--- src/rtl/mem_pkg.sv ---
// rtl/mem_pkg.sv - shared memory-dump constants and FSM state encoding
package mem_pkg;

  localparam int NUM_OF_BITS_DEF      = 16;
  localparam int NUM_OF_REGISTERS_DEF = 20;

  typedef enum logic [1:0] {
    IDLE   = 2'd0,
    RUN    = 2'd1,
    FINISH = 2'd2
  } dump_state_e;

endpackage

--- src/rtl/mem_dump_if.sv ---
// rtl/mem_dump_if.sv - request, memory-read and output-stream signals of the dump engine
interface mem_dump_if #(
  parameter int Num_of_bits      = mem_pkg::NUM_OF_BITS_DEF,
  parameter int Num_of_registers = mem_pkg::NUM_OF_REGISTERS_DEF
) ();

  logic                        start;
  logic [Num_of_registers-1:0] base_addr;
  logic [Num_of_registers:0]   word_count;
  logic                        mem_rd_en;
  logic [Num_of_registers-1:0] mem_addr;
  logic [Num_of_bits-1:0]      mem_rd_data;
  logic [Num_of_bits-1:0]      out_data;
  logic                        out_valid;
  logic                        out_ready;
  logic                        out_last;
  logic                        busy;
  logic                        done;

  modport slave (
    input  start, base_addr, word_count, mem_rd_data, out_ready,
    output mem_rd_en, mem_addr, out_data, out_valid, out_last, busy, done
  );

  modport master (
    output start, base_addr, word_count, mem_rd_data, out_ready,
    input  mem_rd_en, mem_addr, out_data, out_valid, out_last, busy, done
  );

endinterface

--- src/rtl/mem_dump_fifo.sv ---
// rtl/mem_dump_fifo.sv - two-entry buffer between memory read data and the output stream
module mem_dump_fifo #(
  parameter int Width = 16
) (
  input  logic             clk_i,
  input  logic             rst_i,
  input  logic             push_i,
  input  logic             pop_i,
  input  logic [Width-1:0] data_i,
  output logic [Width-1:0] data_o,
  output logic             full_o,
  output logic             empty_o,
  output logic [1:0]       count_o
);

  logic [Width-1:0] mem_q [2];
  logic             wr_ptr_q;
  logic             rd_ptr_q;
  logic [1:0]       count_q;
  logic             push_ok;
  logic             pop_ok;

  assign full_o  = (count_q == 2'd2);
  assign empty_o = (count_q == 2'd0);
  assign count_o = count_q;
  assign data_o  = mem_q[rd_ptr_q];
  assign push_ok = push_i && !full_o;
  assign pop_ok  = pop_i && !empty_o;

  always_ff @(posedge clk_i) begin
    if (rst_i) begin
      for (int i = 0; i < 2; i++) mem_q[i] <= '0;
      wr_ptr_q <= 1'b0;
      rd_ptr_q <= 1'b0;
      count_q  <= 2'd0;
    end else begin
      if (push_ok) begin
        mem_q[wr_ptr_q] <= data_i;
        wr_ptr_q        <= ~wr_ptr_q;
      end
      if (pop_ok) rd_ptr_q <= ~rd_ptr_q;
      count_q <= count_q + {1'b0, push_ok} - {1'b0, pop_ok};
    end
  end

endmodule

--- src/rtl/mem_dump.sv ---
// rtl/mem_dump.sv - streams a contiguous block of memory words out with a valid/ready handshake
module mem_dump import mem_pkg::*; #(
  parameter int Num_of_bits      = NUM_OF_BITS_DEF,
  parameter int Num_of_registers = NUM_OF_REGISTERS_DEF
) (
  input  logic      clk,
  input  logic      rst,
  mem_dump_if.slave bus
);

  dump_state_e                 state_q, state_d;
  logic [Num_of_registers-1:0] addr_q, addr_d;
  logic [Num_of_registers:0]   rd_left_q, rd_left_d;
  logic [Num_of_registers:0]   out_left_q, out_left_d;
  logic                        inflight_q;

  logic [Num_of_bits-1:0]      fifo_data;
  logic                        fifo_full;
  logic                        fifo_empty;
  logic [1:0]                  fifo_count;
  logic [2:0]                  pending;

  logic                        rd_en, valid, pop, last, busy, done;
  logic [Num_of_bits-1:0]      data;

  // A read returns data next cycle, so an in-flight read already owns a FIFO slot.
  assign pending = 3'(fifo_count) + 3'(inflight_q) - 3'(pop);

  mem_dump_fifo #(.Width(Num_of_bits)) u_fifo (
    .clk_i   (clk),
    .rst_i   (rst),
    .push_i  (inflight_q),
    .pop_i   (pop),
    .data_i  (bus.mem_rd_data),
    .data_o  (fifo_data),
    .full_o  (fifo_full),
    .empty_o (fifo_empty),
    .count_o (fifo_count)
  );

  always_ff @(posedge clk) begin
    if (rst) state_q <= IDLE;
    else     state_q <= state_d;
  end

  always_comb begin
    state_d = state_q;
    case (state_q)
      IDLE:    if (bus.start) state_d = (bus.word_count == '0) ? FINISH : RUN;
      RUN:     if (pop && last) state_d = FINISH;
      FINISH:  state_d = IDLE;
      default: state_d = IDLE;
    endcase
  end

  always_comb begin
    valid = (state_q == RUN) && !fifo_empty;
    pop   = valid && bus.out_ready;
    last  = valid && (out_left_q == (Num_of_registers+1)'(1));
    rd_en = (state_q == RUN) && (rd_left_q != '0) && !fifo_full && (pending < 3'd2);
    busy  = (state_q != IDLE);
    done  = (state_q == FINISH);
    data  = valid ? fifo_data : '0;
  end

  always_comb begin
    addr_d     = addr_q;
    rd_left_d  = rd_left_q;
    out_left_d = out_left_q;
    if ((state_q == IDLE) && bus.start) begin
      addr_d     = bus.base_addr;
      rd_left_d  = bus.word_count;
      out_left_d = bus.word_count;
    end else begin
      if (rd_en) begin
        addr_d    = addr_q + Num_of_registers'(1);
        rd_left_d = rd_left_q - (Num_of_registers+1)'(1);
      end
      if (pop) out_left_d = out_left_q - (Num_of_registers+1)'(1);
    end
  end

  // Clearing inflight_q on reset drops whatever data the memory returns next cycle.
  always_ff @(posedge clk) begin
    if (rst) begin
      addr_q     <= '0;
      rd_left_q  <= '0;
      out_left_q <= '0;
      inflight_q <= 1'b0;
    end else begin
      addr_q     <= addr_d;
      rd_left_q  <= rd_left_d;
      out_left_q <= out_left_d;
      inflight_q <= rd_en;
    end
  end

  assign bus.mem_rd_en = rd_en;
  assign bus.mem_addr  = addr_q;
  assign bus.out_data  = data;
  assign bus.out_valid = valid;
  assign bus.out_last  = last;
  assign bus.busy      = busy;
  assign bus.done      = done;

endmodule

--- src/flat_wrapper.sv ---
// flat-port wrapper written by rule: the top's interface ports become plain ports
module mem_dump_flat import mem_pkg::*;
#(
  parameter int Num_of_bits      = NUM_OF_BITS_DEF,
  parameter int Num_of_registers = NUM_OF_REGISTERS_DEF
)
  (clk, rst, bus_start, bus_base_addr, bus_word_count, bus_mem_rd_data, bus_out_ready, bus_mem_rd_en, bus_mem_addr, bus_out_data, bus_out_valid, bus_out_last, bus_busy, bus_done);
  mem_dump_if #(.Num_of_bits(Num_of_bits), .Num_of_registers(Num_of_registers)) bus_i ();
  input  logic clk;
  input  logic rst;
  input wire logic [$bits(bus_i.start)-1:0] bus_start;
  input wire logic [$bits(bus_i.base_addr)-1:0] bus_base_addr;
  input wire logic [$bits(bus_i.word_count)-1:0] bus_word_count;
  input wire logic [$bits(bus_i.mem_rd_data)-1:0] bus_mem_rd_data;
  input wire logic [$bits(bus_i.out_ready)-1:0] bus_out_ready;
  output wire logic [$bits(bus_i.mem_rd_en)-1:0] bus_mem_rd_en;
  output wire logic [$bits(bus_i.mem_addr)-1:0] bus_mem_addr;
  output wire logic [$bits(bus_i.out_data)-1:0] bus_out_data;
  output wire logic [$bits(bus_i.out_valid)-1:0] bus_out_valid;
  output wire logic [$bits(bus_i.out_last)-1:0] bus_out_last;
  output wire logic [$bits(bus_i.busy)-1:0] bus_busy;
  output wire logic [$bits(bus_i.done)-1:0] bus_done;
  assign bus_i.start = bus_start;
  assign bus_i.base_addr = bus_base_addr;
  assign bus_i.word_count = bus_word_count;
  assign bus_i.mem_rd_data = bus_mem_rd_data;
  assign bus_i.out_ready = bus_out_ready;
  assign bus_mem_rd_en = bus_i.mem_rd_en;
  assign bus_mem_addr = bus_i.mem_addr;
  assign bus_out_data = bus_i.out_data;
  assign bus_out_valid = bus_i.out_valid;
  assign bus_out_last = bus_i.out_last;
  assign bus_busy = bus_i.busy;
  assign bus_done = bus_i.done;
  mem_dump #(.Num_of_bits(Num_of_bits), .Num_of_registers(Num_of_registers)) u_core (.clk(clk), .rst(rst), .bus(bus_i));
endmodule
--- config.mk ---
export PLATFORM = sky130hd
export DESIGN_NAME = mem_dump_flat
export DESIGN_NICKNAME = d
export VERILOG_FILES = /design/src/rtl/mem_pkg.sv /design/src/rtl/mem_dump_if.sv /design/src/rtl/mem_dump_fifo.sv /design/src/rtl/mem_dump.sv /design/src/flat_wrapper.sv
export SDC_FILE = /design/constraint.sdc
export NUM_CORES = 1
export LEC_CHECK = 0
export BUFFER_PORTS_ARGS = -buffer_cell sky130_fd_sc_hd__buf_2
export CAP_MARGIN = 20
export CORE_ASPECT_RATIO = 0.5
export CORE_MARGIN = 3
export CORE_UTILIZATION = 30
export DETAILED_ROUTE_END_ITERATION = 8
export PLACE_DENSITY = 0.48
export REMOVE_ABC_BUFFERS = 1
export SLEW_MARGIN = 20
export SYNTH_ARGS = -nofsm -noshare
export SYNTH_HDL_FRONTEND = slang
export SYNTH_SLANG_ARGS = --single-unit
--- constraint.sdc ---
create_clock -name clk -period 4.2 [get_ports clk]
set_input_delay 0.84 -clock clk [delete_from_list [all_inputs] [get_ports clk]]
set_output_delay 0.84 -clock clk [all_outputs]
set_load 0.01 [all_outputs]
==> reports/results.txt, run 1 <==
Layout cells sized above 1: 0.220
First-pass DRT Iterations: 5
Initial DRC count: 239
Total leakage power: 2.40 nW
GRT Total Usage: 0.160
CTS Buffer Depth: 2
Slowest-stage cell, CP: dfxtp_1
First-pass GRT wire length: 24,800 µm
CTS Hold Bufs: 0
Synth Area in Simple Gates: 0.258
Reg clk slew, reported paths: 70 ps
Area Overhead vs Synth: 19.8%
Hold Path Class: reg2reg
Final worst setup slack: 345 ps
Pins Over Slew Limit: 0
Endpoints failing setup: 0
Final WL: 15,500 µm
Avg Inst Size Synth: 9.16 µm²
Main combinational cell family by area after synthesis: simple AND/OR/NAND/NOR gates
Hold Vio Cnt, Final: 0
Status: complete, no violations
CP max FO: 12
Synth unique cells: 61
Total chip power: 2.52 mW
Drt drc: 0
Crit share post-route: 0.918
Cell count after synthesis: 584
RD Place Congestion: 0.804
Synth Area in Adders: 0.0201
Register bit total from synthesis: 102
CTS tree: yes
RSZ-0062 raised after global routing: false
CP Cell Sequence: nor2b_2, nand3_2, nor2_1, o21ai_0, fa_1, or2_2, a21oi_1, buf_4, o21ai_4, inv_2, buf_2
Initial antenna violation count: 0
Num CTS Buffers: 9
CTS root buffer: clkbuf_16
Ant diodes: 0
Number of global-route vias before repair: 4,545
Vert. Die Dim: 100 µm
Clock Skew: 10.3 ps
Synth warnings: 0
Dpl ws: 419 ps
Gr ovfl total: 0
Slew HR: 0.325
Port-buffer cells: 101
Fmax achieved: 259 MHz
Crit path capture type: primary output
Data required time of the worst path: 3360 ps
Final min period: 3850 ps
Xor/xnor share of the synthesized area: 0.0246
DRT antenna net count: 0
Pin count of the biggest net entering global routing: 71
Post-Syn Area: 5350 µm²
CP Class: reg2out
Rows: 33
CP startpoint kind: register
Post-synthesis sequential area ratio: 0.442
Synth Area in Compound Gates: 0.188
Vias per cell: 5.38
Wirelength per Cell: 17.1 µm
Number of max-cap violations: 0
FFs w/ async S/R, synth: 0
Setup_tns: 0 ps
CTS H-tree depth: 3
Total number of vias: 4,859
Clock sinks: 102
WP buf/inv: 3
Initial Util: 0.316
Io pins: 102
Die ar.: 19,600 µm²
WP data arrival: 3010 ps
Peak supply drop: 0.208 mV
Delay-heaviest family, CP: simple AND/OR/NAND/NOR gates
Layout Nets: 741
Pwr Density: 394 nW/µm²
Post-synth EDFFs: 32
Post-DP HPWL: 10,800 µm
Crit-path max cell delay: 440 ps
Number of filler cells placed in the layout: 1,792
Clock latency on the worst-skew pair: 360 ps
Core ar.: 16,900 µm²
Main synth FF type: dfxtp_1
Chip width: 195 µm
Worst-Margin Slew: 1010 ps
Mux contribution to synthesized area: 0.0299
sequential cells by signal, summed over array words and instances, names as in the netlist, named ones only:
name and cells:
u_core.u_fifo.mem_q 32, u_core.u_fifo.count_o 2, u_core.u_fifo.wr_ptr_q 1, u_core.inflight_q 1
u_core.bus.mem_addr 20, u_core.u_fifo.rd_ptr_q 1, u_core.state_q 2, u_core.out_left_q 21
u_core.rd_left_q 21
final timing paths:
check / from / end / slack (ps) / depth (start not counted)
max reg2reg: u_core.state_q[0]$_SDFFE_PP0P_ / u_core.rd_left_q[11]$_SDFFE_PP0P_ / 690 / 12
max: u_core.state_q[0]$_SDFFE_PP0P_ / bus_mem_rd_en / 350 / 11
min reg2reg: u_core.out_left_q[11]$_SDFFE_PP0P_ / u_core.out_left_q[11]$_SDFFE_PP0P_ / 500 / 2
min: u_core.out_left_q[11]$_SDFFE_PP0P_ / u_core.out_left_q[11]$_SDFFE_PP0P_ / 500 / 2
through the flow:
step,hold slack [ps],std cells,utilization,cell area [µm²]
after global placement,484,888,0.361,6110
after detailed placement,497,888,0.361,6110
final,502,904,0.378,6410
after floorplan,462,548,-,5200
after CTS,511,904,0.378,6400
after global routing,530,904,0.378,6410
repair_timing:
item	in CTS	in global routing
resized for setup	0	2
setup endpoints to repair	0	1
buffers inserted	0	0
layout make-up:
type | count | area (µm²) | area share
Multi-Input combinational cell | 432 | 2800 | 0.437
Sequential cell | 102 | 2360 | 0.369
Timing Repair Buffer | 113 | 621 | 0.0969
Tap cell | 227 | 284 | 0.0443
Clock buffer | 13 | 272 | 0.0424
Inverter | 14 | 52.6 | 0.00820
Clock inverter | 3 | 17.5 | 0.00273
report_power, final:
part | switching [mW] | internal, mW | leakage [nW]
Sequential | 0.0749 | 1.10 | 0.909
Clock | 0.372 | 0.453 | 0.141
Combinational | 0.323 | 0.197 | 1.35
layout by cell type, fill, tap and decap left out, types with 10 or more instances in the layout:
| cell | n |
|---|---|
| or3_1 | 18 |
| nand3_1 | 14 |
| o21ai_0 | 14 |
| edfxtp_1 | 32 |
| a211oi_1 | 11 |
| nand2_1 | 36 |
| a311oi_1 | 11 |
| or2_2 | 11 |
| a21oi_1 | 21 |
| inv_1 | 12 |
| nor2_1 | 57 |
| a31oi_1 | 21 |
| nor3_1 | 14 |
| dfxtp_1 | 70 |
| or4_1 | 19 |
| mux2i_1 | 16 |
| clkbuf_16 | 10 |
| and2_1 | 36 |
| buf_2 | 101 |
| buf_4 | 10 |
| o211ai_1 | 11 |
| o311ai_0 | 11 |
cells by family (layout without fill, tap and decap cells):
kind of cell             count (synthesis)  count (layout)
AND/OR/NAND/NOR                        252             252
AO/OA/AOI/OAI                          141             141
flip-flops                             102             102
buffers and inverters                   50             143
multiplexers                            16              16
XOR/XNOR                                15              15
adder cells (fa/ha/maj)                  8               8
synthesized netlist by cell type (7+ instances only):
cell type  number  area share
ha_1            7       0.016
nand4_1         9       0.011
inv_1          12      0.0084
a31oi_1        21       0.025
a211oi_1       11       0.015
a311oi_1       11       0.018
nand3_1        15       0.014
mux2i_1        16       0.030
clkbuf_1       32       0.022
o311ai_0       11       0.018
nor3_1         14       0.013
or4_1          19       0.027
nor2_1         57       0.040
o211ai_1       11       0.015
or2_2          11       0.013
edfxtp_1       32        0.18
dfxtp_1        70        0.26
or3_1          18       0.021
a21oi_1        21       0.020
xor2_1          9       0.015
nor4_1          8      0.0094
o2111ai_1       7       0.011
nand2_1        36       0.025
and2_1         36       0.042
o21ai_0        14       0.013
metal layers:
layer	share of wire	vias up	global-route usage
met3	0.056	13	0.0396
met1	0.49	2320	0.222
met4	0.011	0	0.0411
met5	0	-	0
met2	0.45	132	0.252
li1	-	2394	-
tightest hold or removal path, delay by kind of cell (launching register included):
kind	cells	cell delay (ps)
compound gates	2	140
flops	1	320
No activity file was read; power rests on OpenSTA's default activity.
==> run 2, diff against run 1 <==
--- a/config.mk
+++ b/config.mk
@@ -11,6 +11,7 @@
 export CORE_MARGIN = 3
 export CORE_UTILIZATION = 30
 export DETAILED_ROUTE_END_ITERATION = 8
+export MAX_ROUTING_LAYER = met4
 export PLACE_DENSITY = 0.48
 export REMOVE_ABC_BUFFERS = 1
 export SLEW_MARGIN = 20
==> run 2 against run 1 <==
Total power about the same; worst setup slack got worse by 5.9 ps; count of clock-buffer cells in the layout is the same; routed wire length increased by 0.39%; clock power about the same; via count decreased by 0.33%; final area stayed put.
==> reports/results.txt, run 2 (synthesized netlist as in run 1, its figures left out) <==
Chip width: 195 µm (unchanged)
Crit path capture type: primary output
Worst-Margin Slew: 1010 ps (+0.940 ps)
RR Endpoint: u_core.rd_left_q[11]$_SDFFE_PP0P_
RD Place Congestion: 0.815 (+1.4%)
Biggest registers after layout: u_core.u_fifo.mem_q (32), u_core.out_left_q (21), u_core.rd_left_q (21)
Largest reg by FF count: u_core.u_fifo.mem_q
Reg2reg start: u_core.state_q[0]$_SDFFE_PP0P_
Number of global-route vias before repair: 4,547 (+0.044%)
Clock sinks: 102 (unchanged)
Fmax achieved: 259 MHz (-0.15%)
Vert. Die Dim: 100 µm (unchanged)
CP startpoint: u_core.state_q[0]$_SDFFE_PP0P_
RSZ-0062 raised after global routing: false
CTS root buffer: clkbuf_16
Drt drc: 0 (unchanged)
Post-CTS Setup Inserts: 0 (unchanged)
CP startpoint kind: register
Commonest non-fill, non-tap cell in the layout: buf_2
Hold endpoint: u_core.out_left_q[11]$_SDFFE_PP0P_
Final worst setup slack: 339 ps (-5.94 ps)
Design Area, Final: 6410 µm² (unchanged)
Initial Util: 0.316 (unchanged)
Status: complete, no violations
Met3 usage: 0.0392 (-0.000335)
Dpl ws: 419 ps (unchanged)
Cell area after placement: 6110 µm² (unchanged)
Ant diodes: 0 (unchanged)
Initial antenna violation count: 0 (unchanged)
CTS Buffer Depth: 2 (unchanged)
Final min period: 3860 ps (+5.94 ps)
Endpoints failing setup: 0 (unchanged)
Hold_sp: u_core.out_left_q[11]$_SDFFE_PP0P_
Hold Path Class: reg2reg
Peak supply drop: 0.208 mV (-0.33%)
Layer carrying the most global-route usage: met2
Post-DP HPWL: 10,800 µm (unchanged)
Initial DRC count: 257 (+7.5%)
Total number of vias: 4,843 (-0.33%)
Crit share post-route: 0.919 (+0.00141)
Grt met1 use: 0.223 (+0.00103)
First-pass GRT wire length: 24,800 µm (+0.11%)
Number of max-cap violations: 0 (unchanged)
CP max FO: 12 (unchanged)
Io pins: 102 (unchanged)
Pins Over Slew Limit: 0 (unchanged)
Num CTS Buffers: 9 (unchanged)
Reg2reg setup slack: 690 ps (about the same)
Placed instance count: 888 (unchanged)
Die ar.: 19,600 µm² (unchanged)
CP Class: reg2out
CTS tree: yes
Setup_tns: 0 ps (unchanged)
Core ar.: 16,900 µm² (unchanged)
Vias per cell: 5.36 (-0.33%)
Worst R2R Path Depth: 12 (unchanged)
Number of filler cells placed in the layout: 1,792 (unchanged)
Layout cells sized above 1: 0.220 (unchanged)
WP data arrival: 3020 ps (about the same)
Clock Skew: 7.35 ps (-2.94 ps)
Wirelength per Cell: 17.2 µm (+0.39%)
Hold Slack: 510 ps (+7.76 ps)
Slew HR: 0.324 (-0.000627)
CTS Hold Bufs: 0 (unchanged)
Hold Vio Cnt, Final: 0 (unchanged)
Clock latency on the worst-skew pair: 350 ps (about the same)
Data required time of the worst path: 3360 ps (about the same)
Met2 GRT Util: 0.251 (-0.000269)
Rows: 33 (unchanged)
CTS H-tree depth: 3 (unchanged)
Total leakage power: 2.40 nW (unchanged)
First-pass DRT Iterations: 5 (unchanged)
Layout Nets: 741 (unchanged)
DRT antenna net count: 0 (unchanged)
Max FFs per register: 32 (unchanged)
Reg clk slew, reported paths: 70 ps (about the same)
Gr ovfl total: 0 (unchanged)
Pwr Density: 394 nW/µm² (about the same)
Port-buffer cells: 101 (unchanged)
GRT Total Usage: 0.165 (+0.00507)
Post-route non-filler standard cell count: 904 (unchanged)
Pin count of the biggest net entering global routing: 71 (unchanged)
Most frequent cells in the layout: buf_2, dfxtp_1, nor2_1, nand2_1, and2_1
Area Overhead vs Synth: 19.8% (unchanged)
Final WL: 15,500 µm (+0.39%)
Hold depth: 2 (unchanged)
==> run 2: cell counts in the layout (fill, tap and decap cells not counted) <==
No cell type changed its count.
==> run 2: timing repair <==
item | CTS | global route
setup endpoints to repair | 0 | 1
hold endpoints to repair | 0 | 0
resized for setup | 0 | 2
==> run 2: metrics by stage <==
step | power (mW) | utilization
after floorplan | 1.50 | -
after global placement | 1.72 | 0.361
after detailed placement | 1.72 | 0.361
after CTS | 2.55 | 0.378
after global routing | 2.67 | 0.378
final | 2.52 | 0.378
==> run 2: worst max-delay path: stages (launching register included) <==
cell	delay, ps
dfxtp_1	440
nor2b_2	280
nand3_2	170
nor2_1	190
o21ai_0	130
fa_1	380
or2_2	290
a21oi_1	160
buf_4	230
o21ai_4	170
inv_2	90
buf_2	120
==> run 2: where the power goes <==
group | internal, mW | total, mW | switching, mW
clock | 0.453 | 0.825 | 0.371
sequential | 1.10 | 1.18 | 0.0747
combinational | 0.197 | 0.522 | 0.325
==> run 2: area by class of cell <==
cell class	instances	area, µm²	area share
Timing Repair Buffer	113	621	0.0969
Tap cell	227	284	0.0443
Multi-Input combinational cell	432	2800	0.437
Clock buffer	13	272	0.0424
Sequential cell	102	2360	0.369
Clock inverter	3	17.5	0.00273
Inverter	14	52.6	0.00820
==> run 2: how the worst max path moves through the flow <==
stage / end / slack (ps)
finish: bus_mem_rd_en / 340
CTS: bus_mem_rd_en / 150
global route: bus_mem_rd_en / 40
global placement: u_core.rd_left_q[13]$_SDFFE_PP0P_ / 480
detailed placement: u_core.rd_left_q[13]$_SDFFE_PP0P_ / 420
floorplan: bus_mem_rd_en / 310
==> run 2: layer usage <==
layer	part of all wire	wire length (µm)
met3	0.048	750
met4	0.0097	151
met1	0.49	7650
met2	0.45	6980
met5	0	0
==> run 3, diff against run 2 <==
--- a/config.mk
+++ b/config.mk
@@ -10,6 +10,7 @@
 export CORE_ASPECT_RATIO = 0.5
 export CORE_MARGIN = 3
 export CORE_UTILIZATION = 30
+export CTS_BUF_LIST = sky130_fd_sc_hd__clkbuf_16
 export DETAILED_ROUTE_END_ITERATION = 8
 export MAX_ROUTING_LAYER = met4
 export PLACE_DENSITY = 0.48
==> run 3 against run 2 <==
Largest power group unchanged; largest cell class unchanged; sequential cell count stayed put; sequential share of layout area is 0.058 points higher; non-clock buffer count unchanged; die area stayed put; clock skew rose by 2.7 ps; worst setup slack better by 1.4 ps.
==> reports/results.txt, run 3 (synthesized netlist as in run 1, its figures left out) <==
Routed wl met3: 891 µm (+19%)
Clock Skew: 10.1 ps (+2.75 ps)
Layout cells sized above 1: 0.219 (-0.00148)
Peak supply drop: 0.207 mV (-0.27%)
Clock sinks: 102 (unchanged)
Top Layer Used: met4
CTS Buffer Depth: 2 (unchanged)
Number of global-route vias before repair: 4,549 (+0.044%)
CTS H-tree depth: 3 (unchanged)
Clock latency on the worst-skew pair: 350 ps (about the same)
Number of filler cells placed in the layout: 1,790 (-0.11%)
Number of max-cap violations: 0 (unchanged)
Reg clk slew, reported paths: 70 ps (about the same)
CP max FO: 12 (unchanged)
Total leakage power: 2.40 nW (+0.11%)
Placed instance count: 888 (unchanged)
Pins Over Slew Limit: 0 (unchanged)
Ant diodes: 0 (unchanged)
Final WL: 15,600 µm (+0.32%)
Port-buffer cells: 101 (unchanged)
Pwr Density: 391 nW/µm² (-0.73%)
Vert. Die Dim: 100 µm (unchanged)
Fmax achieved: 259 MHz (about the same)
Reg2reg setup slack: 690 ps (about the same)
Crit share post-route: 0.919 (about the same)
Final min period: 3860 ps (-1.44 ps)
Crit path capture type: primary output
Gr ovfl total: 0 (unchanged)
Post-DP HPWL: 10,800 µm (unchanged)
RSZ-0062 raised after global routing: false
CP startpoint kind: register
Rows: 33 (unchanged)
Worst-Margin Slew: 1010 ps (-1.95 ps)
Num CTS Buffers: 9 (unchanged)
Hold Vio Cnt, Final: 0 (unchanged)
Total number of vias: 4,910 (+1.4%)
Max FFs per register: 32 (unchanged)
Die ar.: 19,600 µm² (unchanged)
Initial antenna violation count: 0 (unchanged)
Status: complete, no violations
First-pass GRT wire length: 24,800 µm (about the same)
CTS root buffer: clkbuf_16
Slew HR: 0.326 (+0.00130)
Total chip power: 2.50 mW (-0.89%)
Chip width: 195 µm (unchanged)
Most frequent cells in the layout: buf_2, dfxtp_1, nor2_1, nand2_1, and2_1
Layout Nets: 741 (unchanged)
Biggest registers after layout: u_core.u_fifo.mem_q (32), u_core.out_left_q (21), u_core.rd_left_q (21)
Endpoints failing setup: 0 (unchanged)
Core ar.: 16,900 µm² (unchanged)
Met2 wire length: 6940 µm (-0.59%)
Post-CTS Setup Inserts: 0 (unchanged)
Largest reg by FF count: u_core.u_fifo.mem_q
Wirelength per Cell: 17.2 µm (+0.32%)
Hold Path Class: reg2reg
Setup_tns: 0 ps (unchanged)
WP data arrival: 3020 ps (about the same)
Post-route non-filler standard cell count: 904 (unchanged)
Data required time of the worst path: 3360 ps (about the same)
RD Place Congestion: 0.815 (unchanged)
DRT antenna net count: 0 (unchanged)
CP Class: reg2out
Initial DRC count: 256 (-0.39%)
First-pass DRT Iterations: 5 (unchanged)
CTS tree: yes
Initial Util: 0.316 (unchanged)
Commonest non-fill, non-tap cell in the layout: buf_2
GRT Total Usage: 0.165 (about the same)
Pin count of the biggest net entering global routing: 71 (unchanged)
Drt drc: 0 (unchanged)
CTS Hold Bufs: 0 (unchanged)
Vias per cell: 5.43 (+1.4%)
Io pins: 102 (unchanged)
WL met1: 7560 µm (-1.2%)
Area Overhead vs Synth: 19.6%
## run 3: cell count changes in the layout (fill, tap and decap cells not counted), sizes merged
cell | before | now
clkbuf | 13 | 10
inv | 13 | 15
clkinv | 3 | 4
## run 3: repair_timing
action | in CTS | in global routing
endpoints found under the hold margin | 0 | 0
setup endpoints to repair | 0 | 1
resized for setup | 0 | 2
## run 3: path summary, 6_finish.rpt
kind	start	end	cells after the start
hold reg to reg	u_core.rd_left_q[13]$_SDFFE_PP0P_	u_core.rd_left_q[13]$_SDFFE_PP0P_	2
setup reg to reg	u_core.state_q[0]$_SDFFE_PP0P_	u_core.rd_left_q[11]$_SDFFE_PP0P_	12
hold / removal	u_core.rd_left_q[13]$_SDFFE_PP0P_	u_core.rd_left_q[13]$_SDFFE_PP0P_	2
setup / recovery	u_core.state_q[0]$_SDFFE_PP0P_	bus_mem_rd_en	11
## run 3: critical path, cell delays in order, from the launching register on
cell and delay, ps:
dfxtp_1 440, nor2b_2 280, nand3_2 170, nor2_1 190
o21ai_0 130, fa_1 380, or2_2 290, a21oi_1 160
buf_4 230, o21ai_4 160, inv_2 90, buf_2 120
## run 3: power breakdown
| part | total (mW) | switching, mW | internal, mW |
|---|---|---|---|
| registers | 1.18 | 0.0751 | 1.10 |
| logic | 0.522 | 0.325 | 0.197 |
| clock network | 0.802 | 0.372 | 0.430 |
## run 3: cell type report
cell class              instances  area, µm²  share of cell area
multi-input cells             432       2800               0.438
flip-flops and latches        102       2360               0.369
repair buffers                113        621              0.0970
well taps                     227        284              0.0444
clock buffers                  10        250              0.0391
inverters                      14       52.6             0.00821
clock inverters                 6       28.8             0.00450
## run 3: per-stage QoR
| step | utilization | hold WS [ps] | setup WS [ps] | cell area (µm²) |
|---|---|---|---|---|
| global route | 0.378 | 530 | 43.6 | 6400 |
| floorplan | - | 462 | 313 | 5200 |
| global placement | 0.361 | 484 | 483 | 6110 |
| detailed placement | 0.361 | 497 | 419 | 6110 |
| finish | 0.378 | 507 | 341 | 6400 |
| CTS | 0.377 | 511 | 157 | 6390 |
## run 3: per-layer routing
layer  GRT usage  up-vias
met5           -        -
met4      0.0411        0
met3      0.0392       14
met2       0.251      145
met1       0.223     2356
li1            -     2395
